File: config.mk
export PLATFORM = sky130hd
export DESIGN_NAME = serial_encoder
export DESIGN_NICKNAME = d
export VERILOG_FILES = /design/src/rtl/serial_encoder_pkg.sv /design/src/rtl/serial_encoder_priority_encoder.sv /design/src/rtl/serial_encoder.sv
export SDC_FILE = /design/constraint.sdc
export NUM_CORES = 1
export LEC_CHECK = 0
export ABC_AREA = 1
export CAP_MARGIN = 20
export CORE_MARGIN = 8
export CORE_UTILIZATION = 50
export CTS_CLUSTER_DIAMETER = 40
export DETAILED_ROUTE_END_ITERATION = 10
export GPL_ROUTABILITY_DRIVEN = 0
export GPL_TIMING_DRIVEN = 0
export PLACE_DENSITY = 0.81
export SLEW_MARGIN = 10
export SYNTH_ARGS = -nofsm -noshare
export SYNTH_HDL_FRONTEND = slang
export SYNTH_SLANG_ARGS = --single-unit
File: constraint.sdc
create_clock -name clk -period 3.45 [get_ports clk]
set_input_delay 0.8625 -clock clk [delete_from_list [all_inputs] [get_ports clk]]
set_output_delay 0.8625 -clock clk [all_outputs]
set_load 0.02 [all_outputs]
File: src/rtl/serial_encoder_pkg.sv
// Shared constants for the serial set-bit encoder: vector/index widths,
// the decoder width and the two-state FSM encoding.
package serial_encoder_pkg;

  localparam int SE_BIT_WIDTH = 20;
  localparam int SE_IDX_WIDTH = 5;

  // Width of the vector handled by the lowest-set-bit decoder.
  localparam int SE_DEC_WIDTH = SE_BIT_WIDTH;

  localparam logic [0:0] ST_IDLE = 1'b0;
  localparam logic [0:0] ST_EMIT = 1'b1;

endpackage

File: src/rtl/serial_encoder_priority_encoder.sv
// Combinational lowest-set-bit encoder: returns the index of the least
// significant set bit of vec_i and a flag telling whether any bit is set.
module priority_encoder #(
  parameter int W  = 20,
  parameter int IW = 5
) (
  input  logic [W-1:0]  vec_i,
  output logic [IW-1:0] idx_o,
  output logic          any_o
);

  // Scan from the top down so the lowest set bit is the last one written.
  always_comb begin
    idx_o = '0;
    any_o = |vec_i;
    for (int i = W - 1; i >= 0; i--) begin
      if (vec_i[i]) idx_o = IW'(i);
    end
  end

endmodule

File: src/rtl/serial_encoder.sv
// Serial encoder: accepts a bit vector and emits the index of each set bit,
// LSB first, one beat per out_valid/out_ready handshake.
//
// state   | meaning
// --------+---------------------------------------------------------------
// ST_IDLE | in_ready=1, waiting for a vector; an all-zero vector only
//         | produces a zero_seen pulse
// ST_EMIT | pending register non-zero, presenting its lowest set bit
module serial_encoder
  import serial_encoder_pkg::*;
#(
  parameter int BIT_WIDTH = SE_BIT_WIDTH,
  parameter int IDX_WIDTH = SE_IDX_WIDTH
) (
  input  logic                 clk,
  input  logic                 rst_n,
  input  logic [BIT_WIDTH-1:0] input_bits,
  input  logic                 in_valid,
  output logic                 in_ready,
  output logic [IDX_WIDTH-1:0] out_index,
  output logic                 out_valid,
  input  logic                 out_ready,
  output logic                 out_last,
  output logic                 zero_seen
);

  logic [0:0]           state_q, state_d;
  logic [BIT_WIDTH-1:0] pend_q, pend_d;
  logic                 zero_q, zero_d;

  logic [IDX_WIDTH-1:0] enc_idx;
  logic                 enc_any;
  logic [BIT_WIDTH-1:0] pend_rest;
  logic                 emitting;
  logic                 last_beat;

  priority_encoder #(
    .W  (BIT_WIDTH),
    .IW (IDX_WIDTH)
  ) u_prio (
    .vec_i (pend_q),
    .idx_o (enc_idx),
    .any_o (enc_any)
  );

  // Pending vector with its lowest set bit removed; zero means one bit left.
  always_comb begin
    emitting  = (state_q == ST_EMIT);
    pend_rest = pend_q & (pend_q - BIT_WIDTH'(1));
    last_beat = emitting && enc_any && (pend_rest == '0);
  end

  // Outputs are decoded from state so reset clears them without a clock.
  always_comb begin
    in_ready  = ~emitting;
    out_valid = emitting;
    out_index = emitting ? enc_idx : '0;
    out_last  = last_beat;
    zero_seen = zero_q;
  end

  // Next-state logic: capture in IDLE, peel one bit per accepted beat in EMIT.
  always_comb begin
    state_d = state_q;
    pend_d  = pend_q;
    zero_d  = 1'b0;
    case (state_q)
      ST_IDLE: begin
        if (in_valid) begin
          pend_d = input_bits;
          if (|input_bits) state_d = ST_EMIT;
          else             zero_d  = 1'b1;
        end
      end
      ST_EMIT: begin
        if (out_ready) begin
          pend_d = pend_rest;
          if (last_beat) state_d = ST_IDLE;
        end
      end
      default: state_d = ST_IDLE;
    endcase
  end

  // State registers; reset abandons any vector in flight.
  always_ff @(posedge clk or negedge rst_n) begin
    if (!rst_n) begin
      state_q <= ST_IDLE;
      pend_q  <= '0;
      zero_q  <= 1'b0;
    end else begin
      state_q <= state_d;
      pend_q  <= pend_d;
      zero_q  <= zero_d;
    end
  end

endmodule

# --- Yosys cells after proc, flatten, opt, wreduce, memory -nomap -nowiden ---
# Index checks and enable logic that the tools add are counted.
classes:
  n_addsub: 1
  eq_ne: 2
  muxes: 32
  n_bitwise: 2
  reduce_logical: 6
op_table:
  columns: ["operator", "n"]
  rows:
  - ["2-to-1 mux 5 bit", 21]
  - ["2-to-1 mux 20 bit", 2]
  - ["one-hot mux 20 bit (2 select lines)", 1]
  - ["OR reduction 20 bit", 2]
  - ["AND 20 bit", 1]
  - ["zero test 20 bit", 1]
  - ["subtractor 20 x 1 -> 20 bit, second input constant", 1]
  - ["2-to-1 mux 1 bit", 7]
  - ["!= test 2 bit, second input constant", 2]
  - ["logical AND 1 bit", 2]
  - ["one-hot mux 1 bit (2 select lines)", 1]
  - ["AND reduction 2 bit", 1]
  - ["NOT 1 bit", 1]
word_totals:
  register_bits: 22
  input_bits: 24
  out_inout_bits: 9
  word_cells: 46

# --- Depth between registers and ports, before layout ---
depth:
  depth_word: 21
  mapped_depth: 19
  depth_no_buf: 19

# --- Cells and area by module ---
# Synthesis repeated with hierarchy kept, for this count alone.
unflattened:
  cells_unflattened: 292
  area_unflattened_um2: 1746.7
modules_own_cells:
  columns: ["mod", "instances", "cells_each", "area_per_inst_um2", "seq_area_each_um2"]
  rows:
  - ["serial_encoder", 1, 228, 1467.7, 550.5]
  - ["priority_encoder", 1, 64, 279.0, 0.0]

# --- Worst setup path after synthesis ---
# No wires, ideal clock.
synth_path:
  path_type: "register to output"
  startpoint: "reg pend_q[11]"
  endpoint: "out out_last"
  t_arrival_ns: 1.744
  t_required_ns: 2.588
  slack_ns: 0.844
  path_stages_with_launch: 10
  n_path_buf: 0
  path_cell_list: "dfrtp_1 > nor2_2 > nand2_2 > nor2_4 > inv_2 > nor2_4 > inv_2 > o21ai_1 > nand4_1 > nor4_2"
synth_via:
  elab_chain_cells: 4
  word_cells_on_any_way: 6
  classes_between: "add/sub (1); bitwise (1); reduce/logical (4)"
synth_rtl:
  columns: ["element", "line", "text"]
  rows:
  - ["from (decl)", "serial_encoder.sv:28", "logic [BIT_WIDTH-1:0] pend_q, pend_d;"]
  - ["from (signal assigned)", "serial_encoder.sv:93", "pend_q <= pend_d;"]
  - ["subtractor 20 x 1 -> 20 bit", "serial_encoder.sv:49", "pend_rest = pend_q & (pend_q - BIT_WIDTH'(1));"]
  - ["AND 20 bit", "serial_encoder.sv:49", null]
  - ["zero test 20 bit", "serial_encoder.sv:50", "last_beat = emitting && enc_any && (pend_rest == '0);"]
  - ["logical AND 1 bit *", "serial_encoder.sv:50", null]
  - ["to (decl)", "serial_encoder.sv:23", "output logic out_last,"]
# Mark *: on every way between the ends. The rest lies on a longest branch, timed or not.

# --- Worst setup path in the final report ---
layout_path:
  startpoint: "reg pend_q[3]"
  endpoint: "out out_last"
# Same word-level chain as after synthesis.

==> results.json <==
{
  "status": "finished, final reports clean",
  "worstPathCellList": "nor2_2 > nand2_4 > nor2_8 > inv_4 > nor2_4 > inv_2 > o21ai_1 > nand4_1 > nor4_2 > dlygate4sd2_1",
  "crit_path_top_delay_cell": "dfrtp_1",
  "synth_cells": 228,
  "drc": 0,
  "worst_ep_required_time_ps": 2590,
  "syn_area_sq_um": 1600,
  "die-area_sq_um": 5267,
  "tns_ps": 0,
  "drt-pass1-iter-count": 4,
  "drt-vias-per-instance": 5.468,
  "regArea_sq_um": 550.5,
  "crit_buf_inv": 3,
  "clock_latency_ps": 310,
  "antennaDiodeCount": 0,
  "cp.arrival_ps": 2450,
  "grt.overflow.total": 0,
  "ir_worst_vdd_mv": 0.4408,
  "antenna_found_initial": 0,
  "dp_hpwl_microns": 3509,
  "track_usage_pct": 17.78,
  "grt_pass1_wl_microns": 7458,
  "cts-root-buf": "clkbuf_4",
  "cp_slowest_stage_delay_ps": 440,
  "drv_slew": 0,
  "multi_input_area_sq_um": 903.4,
  "worstHoldEndpoint": "pend_q[17]",
  "portBuffers": 32,
  "wire_per_inst_microns": 14.52,
  "max_freq_mhz": 302.2,
  "setup_viol": 0,
  "cts_tree": "built",
  "fin_crit_sh_pct": 95.92,
  "synthTopCellsByArea": "dfrtp_1, nand2_1, inv_1",
  "power_density_nw_per_um2": 982.0,
  "grt_pass1_vias": 1658,
  "initial_core_util_pct": 52.42,
  "hold_depth": 2,
  "wl_met3_microns": 314,
  "slew_headroom_pct": 63.33,
  "cp_top_family": "simple AND/OR/NAND/NOR gates",
  "maxUsedRoutingLayer": "met4",
  "ys_warn_count": 0,
  "crit_fanout": 5,
  "synth_cell_types": 31,
  "cp-startpoint": "pend_q[3]",
  "wirelength_microns": 4473,
  "maxCapViolations": 0,
  "cts_buffer_depth": 2,
  "clock-sinks": 22,
  "syn_avg_cell_area_sq_um": 7.019,
  "h-tree-depth": 1,
  "cts_buffers": 3,
  "layout.nets": 290,
  "min_path_type": "reg -> reg",
  "met2_length_microns": 2143,
  "r2r_cells": 12,
  "synth_top_area_share_pct": 34.40,
  "worstMarginPinSlew_ps": 548.3,
  "leakagePower_nw": 0.9469,
  "reg2reg_slack_ps": 1570,
  "post-route-util_pct": 65.98,
  "skew_ps": 2.870,
  "drtIter0Drc": 105,
  "setup.worst_path.start_class": "flip-flop",
  "r2r-end": "out_valid",
  "yosysTopAreaCell": "dfrtp_1",
  "cts.clk_slew.worst_paths_ps": 120,
  "grt_max_degree": 23,
  "ios": 33,
  "hold_ws_ps": 585.8,
  "num_vias": 1684,
  "synthesis.nets": 252,
  "worstSetupPathType": "reg -> out",
  "worstSetupEndpointType": "output port",
  "n_fill_cell": 291,
  "min-delay-start": "pend_q[17]",
  "layout-drive-gt1-share_pct": 10.23,
  "dieWidth_microns": 72.58,
  "hold_viol": 0,
  "grt_setup_unrepaired": "false",
  "syn2layout_area_growth_pct": 25.88,
  "synth-seq-cells": 22,
  "r2r-start": "pend_q[3]",
  "period_minus_slack_ps": 3309,
  "wl_met1_microns": 1923,
  "die_h_microns": 72.58,
  "antenna_left": 0,
  "yosysSeqAreaShare_pct": 34.40,
  "core_sq_um": 3053,
  "rows": 20
}
-- layer usage --
metal / vias up / track usage, %
met4: 0 / 5.778
met1: 772 / 22.56
met3: 10 / 3.159
met5: - / 0
met2: 67 / 29.52
li1: 835 / -
-- state kept, by name, indices dropped and copies added, names as in the netlist --
name       flops
pend_q        20
out_valid      1
zero_seen      1
-- tightest hold or removal path: cells and delay by family, from the launching register on --
kind	cells	cell delay [ps]
flip-flops	1	410
buffers and inverters	1	80
AO/OA/AOI/OAI	1	70
-- per-stage QoR --
stage          std cells  setup slack [ps]  power [mW]  instance area (sq um)
3_5_place_dp         304             219.2       1.858                   1976
4_1_cts              307             148.2       1.976                   1997
2_1_floorplan        228             843.8       1.470                   1600
5_1_grt              308             8.543       2.164                   2014
6_report             308             140.9       1.978                   2014
3_3_place_gp         304             226.6       1.842                   1976
-- logic make-up after synthesis --
kind of cell	after synthesis	synth area share [%]
buffers and inverters	38	9.148
AOI/OAI and AO/OA	58	21.42
DFF	22	34.40
and+or+nand+nor	110	35.03
-- final cells by class --
type,count,area share (%)
Tap cell,44,2.733
Buffer,8,1.553
Inverter,30,5.714
Multi-Input combinational cell,168,44.84
Timing Repair Buffer,33,16.71
Clock buffer,3,1.118
Sequential cell,22,27.33
-- layout by cell type, fill, tap and decap left out, types with 3 or more instances in the layout --
cell type / Yosys / final
clkdlybuf4s50_1: 0 / 30
nand3_1: 9 / 9
o21ai_1: 9 / 9
nor2_4: 4 / 4
o211ai_1: 11 / 11
o22ai_1: 8 / 8
inv_2: 4 / 4
nor4_1: 5 / 5
a21boi_0: 3 / 3
dfrtp_1: 22 / 22
nor2_2: 4 / 4
a21oi_1: 8 / 8
clkbuf_1: 7 / 7
nand2_1: 52 / 52
nor2_1: 19 / 19
nor3_1: 5 / 5
inv_1: 25 / 25
o21ai_0: 16 / 16
clkbuf_4: 0 / 3
-- how the worst max path moves through the flow --
stage               endpoint  depth (start not counted)
detailed placement  out_last                         10
floorplan           out_last                          9
CTS                 out_last                         10
finish              out_last                         10
global route        out_last                         10
global placement    out_last                         10
-- Yosys cell counts, drive strengths merged --
| cell | count |
|---|---|
| nand3b | 1 |
| o31ai | 1 |
| inv | 30 |
| a21oi | 8 |
| buf | 1 |
| nand3 | 10 |
| nand2 | 55 |
| o211ai | 11 |
| nand4 | 2 |
| nor4 | 6 |
| a21boi | 3 |
| and3 | 1 |
| o22ai | 8 |
| nor2 | 29 |
| clkbuf | 7 |
| a31oi | 1 |
| o21ai | 26 |
| nor3 | 6 |
| dfrtp | 22 |
-- power breakdown --
| group | switching, mW | leakage, nW | internal (mW) |
|---|---|---|---|
| logic | 0.880 | 0.649 | 0.522 |
| clock network | 0.0803 | 0.0138 | 0.0409 |
| registers | 0.0942 | 0.284 | 0.361 |
| total | 1.05 | 0.947 | 0.924 |
-- repair_timing --
action / 4_1_cts / 5_1_grt
endpoints found under the setup margin: 1 / 1
hold buffers: 0 / 0
hold endpoints to repair: 0 / 0
setup buffers: 0 / 0
resized for setup: 1 / 1
No activity file was read; power rests on OpenSTA's default activity.
